<file path="config.mk">
export PLATFORM = sky130hd
export DESIGN_NAME = dat_mmu_tasked_flat
export DESIGN_NICKNAME = d
export VERILOG_FILES = /design/src/rtl/dat_mmu_tasked_pkg.sv /design/src/rtl/dat_mmu_tasked_if.sv /design/src/rtl/dat_mmu_tasked_stack.sv /design/src/rtl/dat_mmu_tasked.sv /design/src/flat_wrapper.sv
export SDC_FILE = /design/constraint.sdc
export NUM_CORES = 2
export LEC_CHECK = 0
export CAP_MARGIN = 0
export CORE_MARGIN = 4
export CORE_UTILIZATION = 45
export DETAILED_ROUTE_END_ITERATION = 16
export PLACE_DENSITY_LB_ADDON = 0.1
export SYNTH_ARGS = -nofsm -noshare
export SYNTH_HDL_FRONTEND = slang
export SYNTH_SLANG_ARGS = --single-unit
</file>
<file path="constraint.sdc">
create_clock -name e -period 6.5 [get_ports e]
set_input_delay 1.3 -clock e [delete_from_list [all_inputs] [get_ports e]]
set_output_delay 1.3 -clock e [all_outputs]
set_load 0.02 [all_outputs]
</file>
<file path="src/rtl/dat_mmu_tasked_pkg.sv">
// Shared constants and helpers for the tasked DAT MMU: register map, bit positions,
// register-select decode and the on-board bank test.
package dat_mmu_pkg;

    localparam logic [7:0] REG_INIT0      = 8'h90;
    localparam logic [7:0] REG_ACTIVE     = 8'h91;
    localparam logic [7:0] REG_ACCESS     = 8'h92;
    localparam logic [7:0] REG_SYSTEM     = 8'h93;
    localparam logic [7:0] REG_SAVED      = 8'h94;
    localparam logic [7:0] REG_STATUS     = 8'h95;
    localparam logic [7:0] REG_FAULT_ADDR = 8'h96;
    localparam logic [7:0] REG_TBL_LO     = 8'hA0;
    localparam logic [7:0] REG_TBL_HI     = 8'hA8;

    localparam int unsigned INIT0_MMU_EN  = 6;
    localparam int unsigned INIT0_CRM_EN  = 3;
    localparam int unsigned INIT0_AUTO_EN = 0;

    localparam int unsigned STAT_FAULT = 7;
    localparam int unsigned STAT_OVF   = 6;
    localparam int unsigned STAT_UNF   = 5;

    typedef enum logic [3:0] {
        SEL_NONE,
        SEL_INIT0,
        SEL_ACTIVE,
        SEL_ACCESS,
        SEL_SYSTEM,
        SEL_SAVED,
        SEL_STATUS,
        SEL_FAULT_ADDR,
        SEL_TBL_LO,
        SEL_TBL_HI
    } reg_sel_e;

    function automatic reg_sel_e reg_decode(input logic [7:0] off);
        reg_sel_e sel;
        sel = SEL_NONE;
        if (off[7:3] == REG_TBL_LO[7:3]) sel = SEL_TBL_LO;
        else if (off[7:3] == REG_TBL_HI[7:3]) sel = SEL_TBL_HI;
        else begin
            case (off)
                REG_INIT0:      sel = SEL_INIT0;
                REG_ACTIVE:     sel = SEL_ACTIVE;
                REG_ACCESS:     sel = SEL_ACCESS;
                REG_SYSTEM:     sel = SEL_SYSTEM;
                REG_SAVED:      sel = SEL_SAVED;
                REG_STATUS:     sel = SEL_STATUS;
                REG_FAULT_ADDR: sel = SEL_FAULT_ADDR;
                default:        sel = SEL_NONE;
            endcase
        end
        return sel;
    endfunction

    // Banks 0-7 belong to the motherboard; anything above is on-board RAM.
    function automatic logic bank_is_internal(input logic [31:0] bank);
        return bank >= 32'd8;
    endfunction

endpackage

</file>
<file path="src/rtl/dat_mmu_tasked_if.sv">
// CPU-side and memory-side bus of the tasked DAT MMU.
interface dat_mmu_tasked_if #(
    parameter int unsigned BANK_BITS = 8
);
    logic [15:0]          address_cpu;
    logic                 r_w_cpu;
    logic                 bs;
    logic                 ba;
    logic [7:0]           data_in;
    logic [7:0]           data_out;
    logic                 data_oe;
    logic [BANK_BITS+12:0] address_mem;
    logic                 ce_mem;
    logic                 we_mem;
    logic                 r_w_brd;
    logic                 fault;

    modport master (
        output address_cpu, r_w_cpu, bs, ba, data_in,
        input  data_out, data_oe, address_mem, ce_mem, we_mem, r_w_brd, fault
    );

    modport slave (
        input  address_cpu, r_w_cpu, bs, ba, data_in,
        output data_out, data_oe, address_mem, ce_mem, we_mem, r_w_brd, fault
    );
endinterface

</file>
<file path="src/rtl/dat_mmu_tasked_stack.sv">
// LIFO of interrupted task numbers; top reads zero when empty.
module task_stack #(
    parameter int unsigned TASK_BITS   = 5,
    parameter int unsigned STACK_DEPTH = 4
) (
    input  logic                 clk,
    input  logic                 rst,
    input  logic                 push,
    input  logic                 pop,
    input  logic [TASK_BITS-1:0] din,
    output logic [TASK_BITS-1:0] top,
    output logic [3:0]           depth,
    output logic                 full,
    output logic                 empty
);
    localparam int unsigned PW = (STACK_DEPTH > 1) ? $clog2(STACK_DEPTH) : 1;

    logic [TASK_BITS-1:0] mem [STACK_DEPTH];
    logic [3:0]           depth_q;
    logic [3:0]           depth_m1;
    logic [PW-1:0]        wr_ptr;
    logic [PW-1:0]        top_ptr;
    logic                 do_push;
    logic                 do_pop;

    assign depth_m1 = depth_q - 4'd1;
    assign wr_ptr   = depth_q[PW-1:0];
    assign top_ptr  = depth_m1[PW-1:0];
    assign full     = (depth_q == 4'(STACK_DEPTH));
    assign empty    = (depth_q == '0);
    assign do_push  = push & ~full;
    assign do_pop   = pop & ~empty & ~push;
    assign top      = empty ? '0 : mem[top_ptr];
    assign depth    = depth_q;

    always_ff @(posedge clk or posedge rst) begin
        if (rst) depth_q <= '0;
        else if (do_push) depth_q <= depth_q + 4'd1;
        else if (do_pop) depth_q <= depth_m1;
    end

    always_ff @(posedge clk) begin
        if (do_push) mem[wr_ptr] <= din;
    end
endmodule

</file>
<file path="src/rtl/dat_mmu_tasked.sv">
// DAT MMU with internal task table, hardware task stack on vector fetch and
// per-page write protect with a sticky fault latch.
module dat_mmu_tasked
    import dat_mmu_pkg::*;
#(
    parameter int unsigned BANK_BITS   = 8,
    parameter int unsigned TASK_BITS   = 5,
    parameter int unsigned STACK_DEPTH = 4
) (
    input logic              e,
    input logic              reset,
    dat_mmu_tasked_if.slave  bus
);
    localparam int unsigned HI_W  = BANK_BITS - 7;
    localparam int unsigned IDX_W = TASK_BITS + 3;
    localparam int unsigned TBL_N = 1 << IDX_W;

    logic                 mmu_en_q, crm_en_q, auto_en_q;
    logic [TASK_BITS-1:0] active_q, access_q, system_q;
    logic                 fault_q, ovf_q, unf_q;
    logic [7:0]           fault_addr_q;
    logic                 bs_q;

    logic [7:0]      tbl_lo [TBL_N];
    logic [HI_W-1:0] tbl_hi [TBL_N];

    logic [TASK_BITS-1:0] stk_top;
    logic [3:0]           stk_depth;
    logic                 stk_full, stk_empty;

    logic [2:0]           page;
    logic                 is_ff, is_vec_area, crm_hit, mapped;
    logic [IDX_W-1:0]     act_idx, acc_idx;
    logic [BANK_BITS:0]   act_entry;
    logic [BANK_BITS-1:0] bank;
    logic                 wp;
    logic                 ce;
    reg_sel_e             sel;
    logic                 reg_hit, reg_we;
    logic                 vec_switch, push, pop_req;
    logic                 fault_set, ovf_set, unf_set;
    logic [7:0]           w1c;
    logic [7:0]           rdata;

    function automatic logic [HI_W-1:0] byte_to_hi(input logic [7:0] d);
        logic [HI_W-1:0] h;
        h = '0;
        h[HI_W-1] = d[7];
        for (int unsigned i = 0; i + 1 < HI_W; i++) h[i] = d[i];
        return h;
    endfunction

    function automatic logic [7:0] hi_to_byte(input logic [HI_W-1:0] h);
        logic [7:0] b;
        b = '0;
        b[7] = h[HI_W-1];
        for (int unsigned i = 0; i + 1 < HI_W; i++) b[i] = h[i];
        return b;
    endfunction

    assign page        = bus.address_cpu[15:13];
    assign is_ff       = (bus.address_cpu[15:8] == 8'hFF);
    assign is_vec_area = (bus.address_cpu[15:4] == 12'hFFF);
    assign crm_hit     = crm_en_q & ((bus.address_cpu[15:8] == 8'hFE) | is_vec_area);
    // FFF0-FFFF stay mapped so the vectors come through the table; FF00-FFEF never do.
    assign mapped      = mmu_en_q & (~is_ff | is_vec_area);
    assign act_idx     = {active_q, page};
    assign acc_idx     = {access_q, bus.address_cpu[2:0]};
    assign act_entry   = {tbl_hi[act_idx], tbl_lo[act_idx]};

    always_comb begin
        bank = '0;
        wp   = 1'b0;
        if (!mmu_en_q) begin
            bank = BANK_BITS'(page);
        end else if (crm_hit) begin
            bank = '1;
        end else begin
            bank = act_entry[BANK_BITS-1:0];
            wp   = act_entry[BANK_BITS] & mapped;
        end
    end

    assign ce              = mapped & bank_is_internal(32'(bank));
    assign bus.address_mem = {bank, bus.address_cpu[12:0]};
    assign bus.ce_mem      = ce;
    assign bus.we_mem      = e & ~bus.r_w_cpu & ce & ~wp;
    assign bus.r_w_brd     = bus.r_w_cpu | ce;
    assign bus.fault       = fault_q;

    assign sel     = is_ff ? reg_decode(bus.address_cpu[7:0]) : SEL_NONE;
    assign reg_hit = (sel != SEL_NONE);

    // A vector-fetch switch owns the edge; any coincident register write is dropped.
    assign vec_switch = bus.bs & ~bus.ba & ~bs_q & auto_en_q;
    assign reg_we     = reg_hit & ~bus.r_w_cpu & ~vec_switch;
    assign push       = vec_switch & ~stk_full;
    assign pop_req    = reg_we & (sel == SEL_SAVED);
    assign fault_set  = wp & ~bus.r_w_cpu;
    assign ovf_set    = vec_switch & stk_full;
    assign unf_set    = pop_req & stk_empty;
    assign w1c        = (reg_we && sel == SEL_STATUS) ? bus.data_in : '0;

    task_stack #(
        .TASK_BITS  (TASK_BITS),
        .STACK_DEPTH(STACK_DEPTH)
    ) u_stack (
        .clk  (e),
        .rst  (reset),
        .push (push),
        .pop  (pop_req),
        .din  (active_q),
        .top  (stk_top),
        .depth(stk_depth),
        .full (stk_full),
        .empty(stk_empty)
    );

    always_comb begin
        rdata = '0;
        case (sel)
            SEL_INIT0: begin
                rdata[INIT0_MMU_EN]  = mmu_en_q;
                rdata[INIT0_CRM_EN]  = crm_en_q;
                rdata[INIT0_AUTO_EN] = auto_en_q;
            end
            SEL_ACTIVE:     rdata = 8'(active_q);
            SEL_ACCESS:     rdata = 8'(access_q);
            SEL_SYSTEM:     rdata = 8'(system_q);
            SEL_SAVED:      rdata = 8'(stk_top);
            SEL_STATUS: begin
                rdata[STAT_FAULT] = fault_q;
                rdata[STAT_OVF]   = ovf_q;
                rdata[STAT_UNF]   = unf_q;
                rdata[3:0]        = stk_depth;
            end
            SEL_FAULT_ADDR: rdata = fault_addr_q;
            SEL_TBL_LO:     rdata = tbl_lo[acc_idx];
            SEL_TBL_HI:     rdata = hi_to_byte(tbl_hi[acc_idx]);
            default:        rdata = '0;
        endcase
    end

    assign bus.data_out = rdata;
    assign bus.data_oe  = reg_hit & bus.r_w_cpu;

    always_ff @(posedge e or posedge reset) begin
        if (reset) begin
            mmu_en_q     <= 1'b0;
            crm_en_q     <= 1'b0;
            auto_en_q    <= 1'b0;
            active_q     <= '0;
            access_q     <= '0;
            system_q     <= '0;
            fault_q      <= 1'b0;
            ovf_q        <= 1'b0;
            unf_q        <= 1'b0;
            fault_addr_q <= '0;
            bs_q         <= 1'b0;
        end else begin
            bs_q <= bus.bs;
            if (vec_switch) active_q <= system_q;
            else if (pop_req && !stk_empty) active_q <= stk_top;
            else if (reg_we && sel == SEL_ACTIVE) active_q <= bus.data_in[TASK_BITS-1:0];
            if (reg_we && sel == SEL_INIT0) begin
                mmu_en_q  <= bus.data_in[INIT0_MMU_EN];
                crm_en_q  <= bus.data_in[INIT0_CRM_EN];
                auto_en_q <= bus.data_in[INIT0_AUTO_EN];
            end
            if (reg_we && sel == SEL_ACCESS) access_q <= bus.data_in[TASK_BITS-1:0];
            if (reg_we && sel == SEL_SYSTEM) system_q <= bus.data_in[TASK_BITS-1:0];
            fault_q <= fault_set | (fault_q & ~w1c[STAT_FAULT]);
            ovf_q   <= ovf_set | (ovf_q & ~w1c[STAT_OVF]);
            unf_q   <= unf_set | (unf_q & ~w1c[STAT_UNF]);
            if (fault_set && !fault_q) fault_addr_q <= bus.address_cpu[15:8];
        end
    end

    always_ff @(posedge e) begin
        if (reg_we && sel == SEL_TBL_LO) tbl_lo[acc_idx] <= bus.data_in;
        if (reg_we && sel == SEL_TBL_HI) tbl_hi[acc_idx] <= byte_to_hi(bus.data_in);
    end
endmodule
</file>
<file path="src/flat_wrapper.sv">
// flat-port wrapper written by rule: the top's interface ports become plain ports
module dat_mmu_tasked_flat import dat_mmu_pkg::*;
#(
    parameter int unsigned BANK_BITS   = 8,
    parameter int unsigned TASK_BITS   = 5,
    parameter int unsigned STACK_DEPTH = 4
)
  (e, reset, bus_address_cpu, bus_r_w_cpu, bus_bs, bus_ba, bus_data_in, bus_data_out, bus_data_oe, bus_address_mem, bus_ce_mem, bus_we_mem, bus_r_w_brd, bus_fault);
  dat_mmu_tasked_if #(.BANK_BITS(BANK_BITS)) bus_i ();
  input logic e;
  input logic reset;
  input wire logic [$bits(bus_i.address_cpu)-1:0] bus_address_cpu;
  input wire logic [$bits(bus_i.r_w_cpu)-1:0] bus_r_w_cpu;
  input wire logic [$bits(bus_i.bs)-1:0] bus_bs;
  input wire logic [$bits(bus_i.ba)-1:0] bus_ba;
  input wire logic [$bits(bus_i.data_in)-1:0] bus_data_in;
  output wire logic [$bits(bus_i.data_out)-1:0] bus_data_out;
  output wire logic [$bits(bus_i.data_oe)-1:0] bus_data_oe;
  output wire logic [$bits(bus_i.address_mem)-1:0] bus_address_mem;
  output wire logic [$bits(bus_i.ce_mem)-1:0] bus_ce_mem;
  output wire logic [$bits(bus_i.we_mem)-1:0] bus_we_mem;
  output wire logic [$bits(bus_i.r_w_brd)-1:0] bus_r_w_brd;
  output wire logic [$bits(bus_i.fault)-1:0] bus_fault;
  assign bus_i.address_cpu = bus_address_cpu;
  assign bus_i.r_w_cpu = bus_r_w_cpu;
  assign bus_i.bs = bus_bs;
  assign bus_i.ba = bus_ba;
  assign bus_i.data_in = bus_data_in;
  assign bus_data_out = bus_i.data_out;
  assign bus_data_oe = bus_i.data_oe;
  assign bus_address_mem = bus_i.address_mem;
  assign bus_ce_mem = bus_i.ce_mem;
  assign bus_we_mem = bus_i.we_mem;
  assign bus_r_w_brd = bus_i.r_w_brd;
  assign bus_fault = bus_i.fault;
  dat_mmu_tasked #(.BANK_BITS(BANK_BITS), .TASK_BITS(TASK_BITS), .STACK_DEPTH(STACK_DEPTH)) u_core (.e(e), .reset(reset), .bus(bus_i));
endmodule
</file>
-- After elaboration in Yosys (flattened, before gate mapping)
Memory sizes are Yosys's and may differ from the RTL's.
Index checks and enable logic that the tools add are counted.
Widths: inputs -> output; s select.
- $add $sub $neg: 2
- order comparisons: 1
- equal/unequal tests: 22
- mux-type cells: 28
- bitwise logic cells: 42
- reduce and logical (&&, ||, !) cells: 15
- operators by type and width (kind ; count):
    $eq 8x8->1 const B ; 9
    $and 1x1->1 ; 24
    $mux 8 ; 3
    $pmux 3 s7 ; 1
    $eq 4x3->1 const B ; 5
    $mux 4 ; 5
    $mux 5 ; 4
    $pmux 1 s8 ; 2
    $pmux 2 s7 ; 1
    $eq 12x12->1 const B ; 1
    $not 1->1 ; 12
    $eq 5x5->1 const B ; 2
    $logic_and 1x1->1 ; 9
    $eq 4x2->1 const B ; 2
    $eq 4x4->1 const B ; 2
    $ge 8x4->1 const B ; 1
    $mux 1 ; 8
    $pmux 1 s4 ; 2
    $or 1x1->1 ; 6
    $pmux 1 s6 ; 1
    $add 4x1->4 const B ; 1
    $eq 4x1->1 const B ; 1
    $logic_not 4->1 ; 1
    $reduce_bool 4->1 ; 1
    other kinds (5) ; 6
- bits in registers: 34
- bits in writable memories: 2324
- bits of input ports: 29
- output and inout port bits: 34
- logic and storage cells: 125
- memories kept: 3
- memory list (memory ; depth ; bits a word ; read ports ; clocked after Yosys merged registers in ; write ports ; line ; source):
    u_core.tbl_lo ; 256 ; 8 ; 2 ; 0 ; 1 ; dat_mmu_tasked.sv:24 ; logic [7:0] tbl_lo [TBL_N];
    u_core.tbl_hi ; 256 ; 1 ; 2 ; 0 ; 1 ; dat_mmu_tasked.sv:25 ; logic [HI_W-1:0] tbl_hi [TBL_N];
    u_core.u_stack.mem ; 4 ; 5 ; 1 ; 0 ; 1 ; dat_mmu_tasked_stack.sv:18 ; logic [TASK_BITS-1:0] mem [STACK_DEPTH];

-- Depth between registers and ports, before layout
- word-level depth: 13
- gate-level depth with buffers: 15

-- Cells and area by module
Synthesis repeated with hierarchy kept, for this count alone.
- cells, all modules: 5528
- area total of the unflattened synthesis: 110926.4 um^2
- modules (own cells, without submodules) (module ; instances ; cells each ; area each (um^2) ; sequential area each (um^2)):
    dat_mmu_tasked ; 1 ; 5459 ; 109812.8 ; 69937.1
    task_stack ; 1 ; 69 ; 1113.6 ; 700.7

==> impl_metrics.ini <==
[grt]
grt_pass1_vias = 63900
antenna_found_initial = 18
grt_start_max_net_pins = 219
grtUsageTotal = 0.299
grt-ovfl-total = 0
grt_pass1_wl_mm = 530

[cells_and_area]
layout_commonest_cell = edfxtp_1
drive_gt1_frac = 0.416
synthToLayoutAreaGrowth_pct = 16.4
multi_input_area_sq_um = 38500
register_area_sq_um = 70700
stdcell_area_sq_um = 130000
n_fill_cell = 19100
layout_common_cells = 2324 x edfxtp_1, 1380 x mux4_2, 640 x buf_4, 559 x nor2_1, 290 x clkbuf_16
nNetsFinal = 6139

[floorplanning]
core-area_sq_um = 246000
fp.dieH_um = 505
rows = 182
initial_core_util = 0.452
io_pins = 63
die_area_sq_um = 255000
die_w_um = 505

[placed_design]
gp_congestion = 0.980
port_buffers = 62
dpl_cell_area_sq_um = 120000
dp_hpwl_mm = 265

[drt]
wl_per_cell_um = 40.3
routed_wl_mm = 384
post-route-drc-count = 0
viasPerCell = 6.82
firstDrtPassIters = 5
ant_nets = 0
drtIter0Drc = 9804
vias = 64900

[critical_path]
critPathKind = primary input to primary output
crit_arrival_ns = 5.20
end_kind = primary output
critical-path-max-stage-delay_ns = 0.56
crit_slowest_cell = mux4_2
cp.required_ns = 5.20
start_kind = primary input
worstPathMaxFanout = 17
crit_path_cell_trace = buf_16 -> buf_16 -> buf_12 -> mux4_2 -> mux4_2 -> mux2i_4 -> buf_4 -> o211ai_1 -> a311o_1 -> nor2_1 -> a31oi_2 -> buf_4 -> and4b_2 -> clkdlybuf4s15_2

[sta]
finalCritPeriodShare = 0.999
max_freq_mhz = 154
period_needed_ns = 6.50
hold_slack_ns = 0.512
rsz0062_at_grt = yes
final-setup-viol-count = 0
tns_ns = 0
slew_viol_final = 0
worst_pin_slew_ns = 1.20
hold_viol_final = 0
fin_skew_ns = 0.0624
slew_headroom = 0.201

[logic_synthesis]
avgSynthCellArea_sq_um = 20.2
synth_area_sq_um = 111000
synth.distinct_cells = 66
synthTopCellsByArea = edfxtp_1 63%, mux4_2 28%, nor2_1 1.9%
ys_seq_area_frac = 0.635
async_flop_share = 0.0144
synth_edf_count = 2324
ys.flop_type = edfxtp_1
yosysTopAreaCell = edfxtp_1
synth_top_area_frac = 0.627
synth_warnings = 0
synth-seq-cells = 2358
synth_cells = 5498
syn_nets = 5531

[clocking]
cts_tree = built
clk_latency_ns = 1.04
cts_hold_buf = 0
path_clk_slew_ns = 0.06

[run]
drv_cap = 0

[hold_path]
min_path_type = flop to flop

[power_and_ir_drop]
leakagePower_nw = 40.9
p_per_area_nw_per_um2 = 266
p_total_mw = 34.4
ir_drop_mv = 0.274

[outcome]
status = completed
[kinds of logic after synthesis]
kind of cell               Yosys count  synth area share
AOI/OAI and AO/OA                  290            0.0178
DFF                               2358             0.635
and+or+nand+nor                    820            0.0314
xor gates and xnor gates             4          0.000315
muxes                             1534             0.294
adders and majority gates            4          0.000450
buffers and inverters              488            0.0214
[power breakdown]
group | switching (mW) | internal (mW) | leakage, nW
logic | 1.39 | 1.07 | 15.3
registers | 0.00786 | 16.7 | 21.4
clock network | 6.25 | 8.98 | 4.22
[state kept, by name, indices dropped and copies added (netlist names)]
name and flops:
u_core.active_q 5, u_core.access_q 5, u_core.crm_en_q 1, u_core.mmu_en_q 1, u_core.system_q 5, u_core.ovf_q 1, u_core.fault_addr_q 8, u_core.u_stack.mem 20
u_core.unf_q 1, u_core.auto_en_q 1, u_core.tbl_lo 2048, u_core.bus.fault 1, u_core.tbl_hi 256, u_core.u_stack.depth 4, u_core.bs_q 1
[path summary, 6_finish.rpt]
check                                       startpoint                endpoint  slack [ns]  depth (start not counted)
worst max-delay path               bus_address_cpu[13]              bus_we_mem       0.005                         14
worst min-delay path            u_core.fault_addr_q[3]  u_core.fault_addr_q[3]        0.51                          1
worst max register to register      u_core.access_q[0]   u_core.tbl_lo[248][5]        2.28                          6
worst min register to register  u_core.fault_addr_q[3]  u_core.fault_addr_q[3]        0.51                          1
max in group asynchronous                        reset      u_core.active_q[1]        5.24                          3
min in group asynchronous                        reset             u_core.bs_q        0.73                          3
[routing by layer]
layer / part of all wire / vias up / global-route usage
met1: 0.39 / 35400 / 0.424
met3: 0.10 / 655 / 0.0704
li1: - / 24900 / -
met2: 0.46 / 3976 / 0.454
met5: 0.00020 / - / 0
met4: 0.046 / 6 / 0.116
[area by class of cell]
class,instances,area share
antenna,4,0.0000773
clock buffer,335,0.0573
clock inverter,140,0.00988
inverter,11,0.000328
multi-input combinational,2652,0.297
sequential,2358,0.545
tap,3220,0.0311
timing repair buffer,800,0.0589
[Yosys cell counts (21+ instances only)]
cell / n
nand3_1: 52
o22ai_1: 44
mux4_2: 1380
nor2_1: 561
mux2_2: 36
buf_2: 132
a22oi_1: 92
a21oi_1: 49
nor2b_1: 30
buf_1: 21
nand2_1: 78
edfxtp_1: 2324
mux2i_1: 118
clkbuf_1: 238
buf_4: 68
o21ai_0: 32
dfrtp_1: 34
[per-stage QoR]
stage | util | std cells | worst slack (ns)
finish | 0.527 | 9520 | 0.00456
global route | 0.527 | 9516 | -0.0120
CTS | 0.526 | 9514 | 0.00157
detailed placement | 0.490 | 9029 | -0.656
global placement | 0.490 | 9029 | -0.675
floorplan | - | 5498 | 0.858
[worst max-delay path, delay by kind of cell]
kind	cells	cell delay, ns
and+or+nand+nor	2	0.47
buffers and inverters	6	1.30
AOI/OAI and AO/OA	3	0.66
muxes	3	1.37
[what timing repair did]
item	4_1_cts	5_1_grt
gates cloned	4	1
gates resized for setup	47	6
pin swaps	1	3
endpoints found under the setup margin	13	5
setup buffers	7	1
No activity file was read; power rests on OpenSTA's default activity.
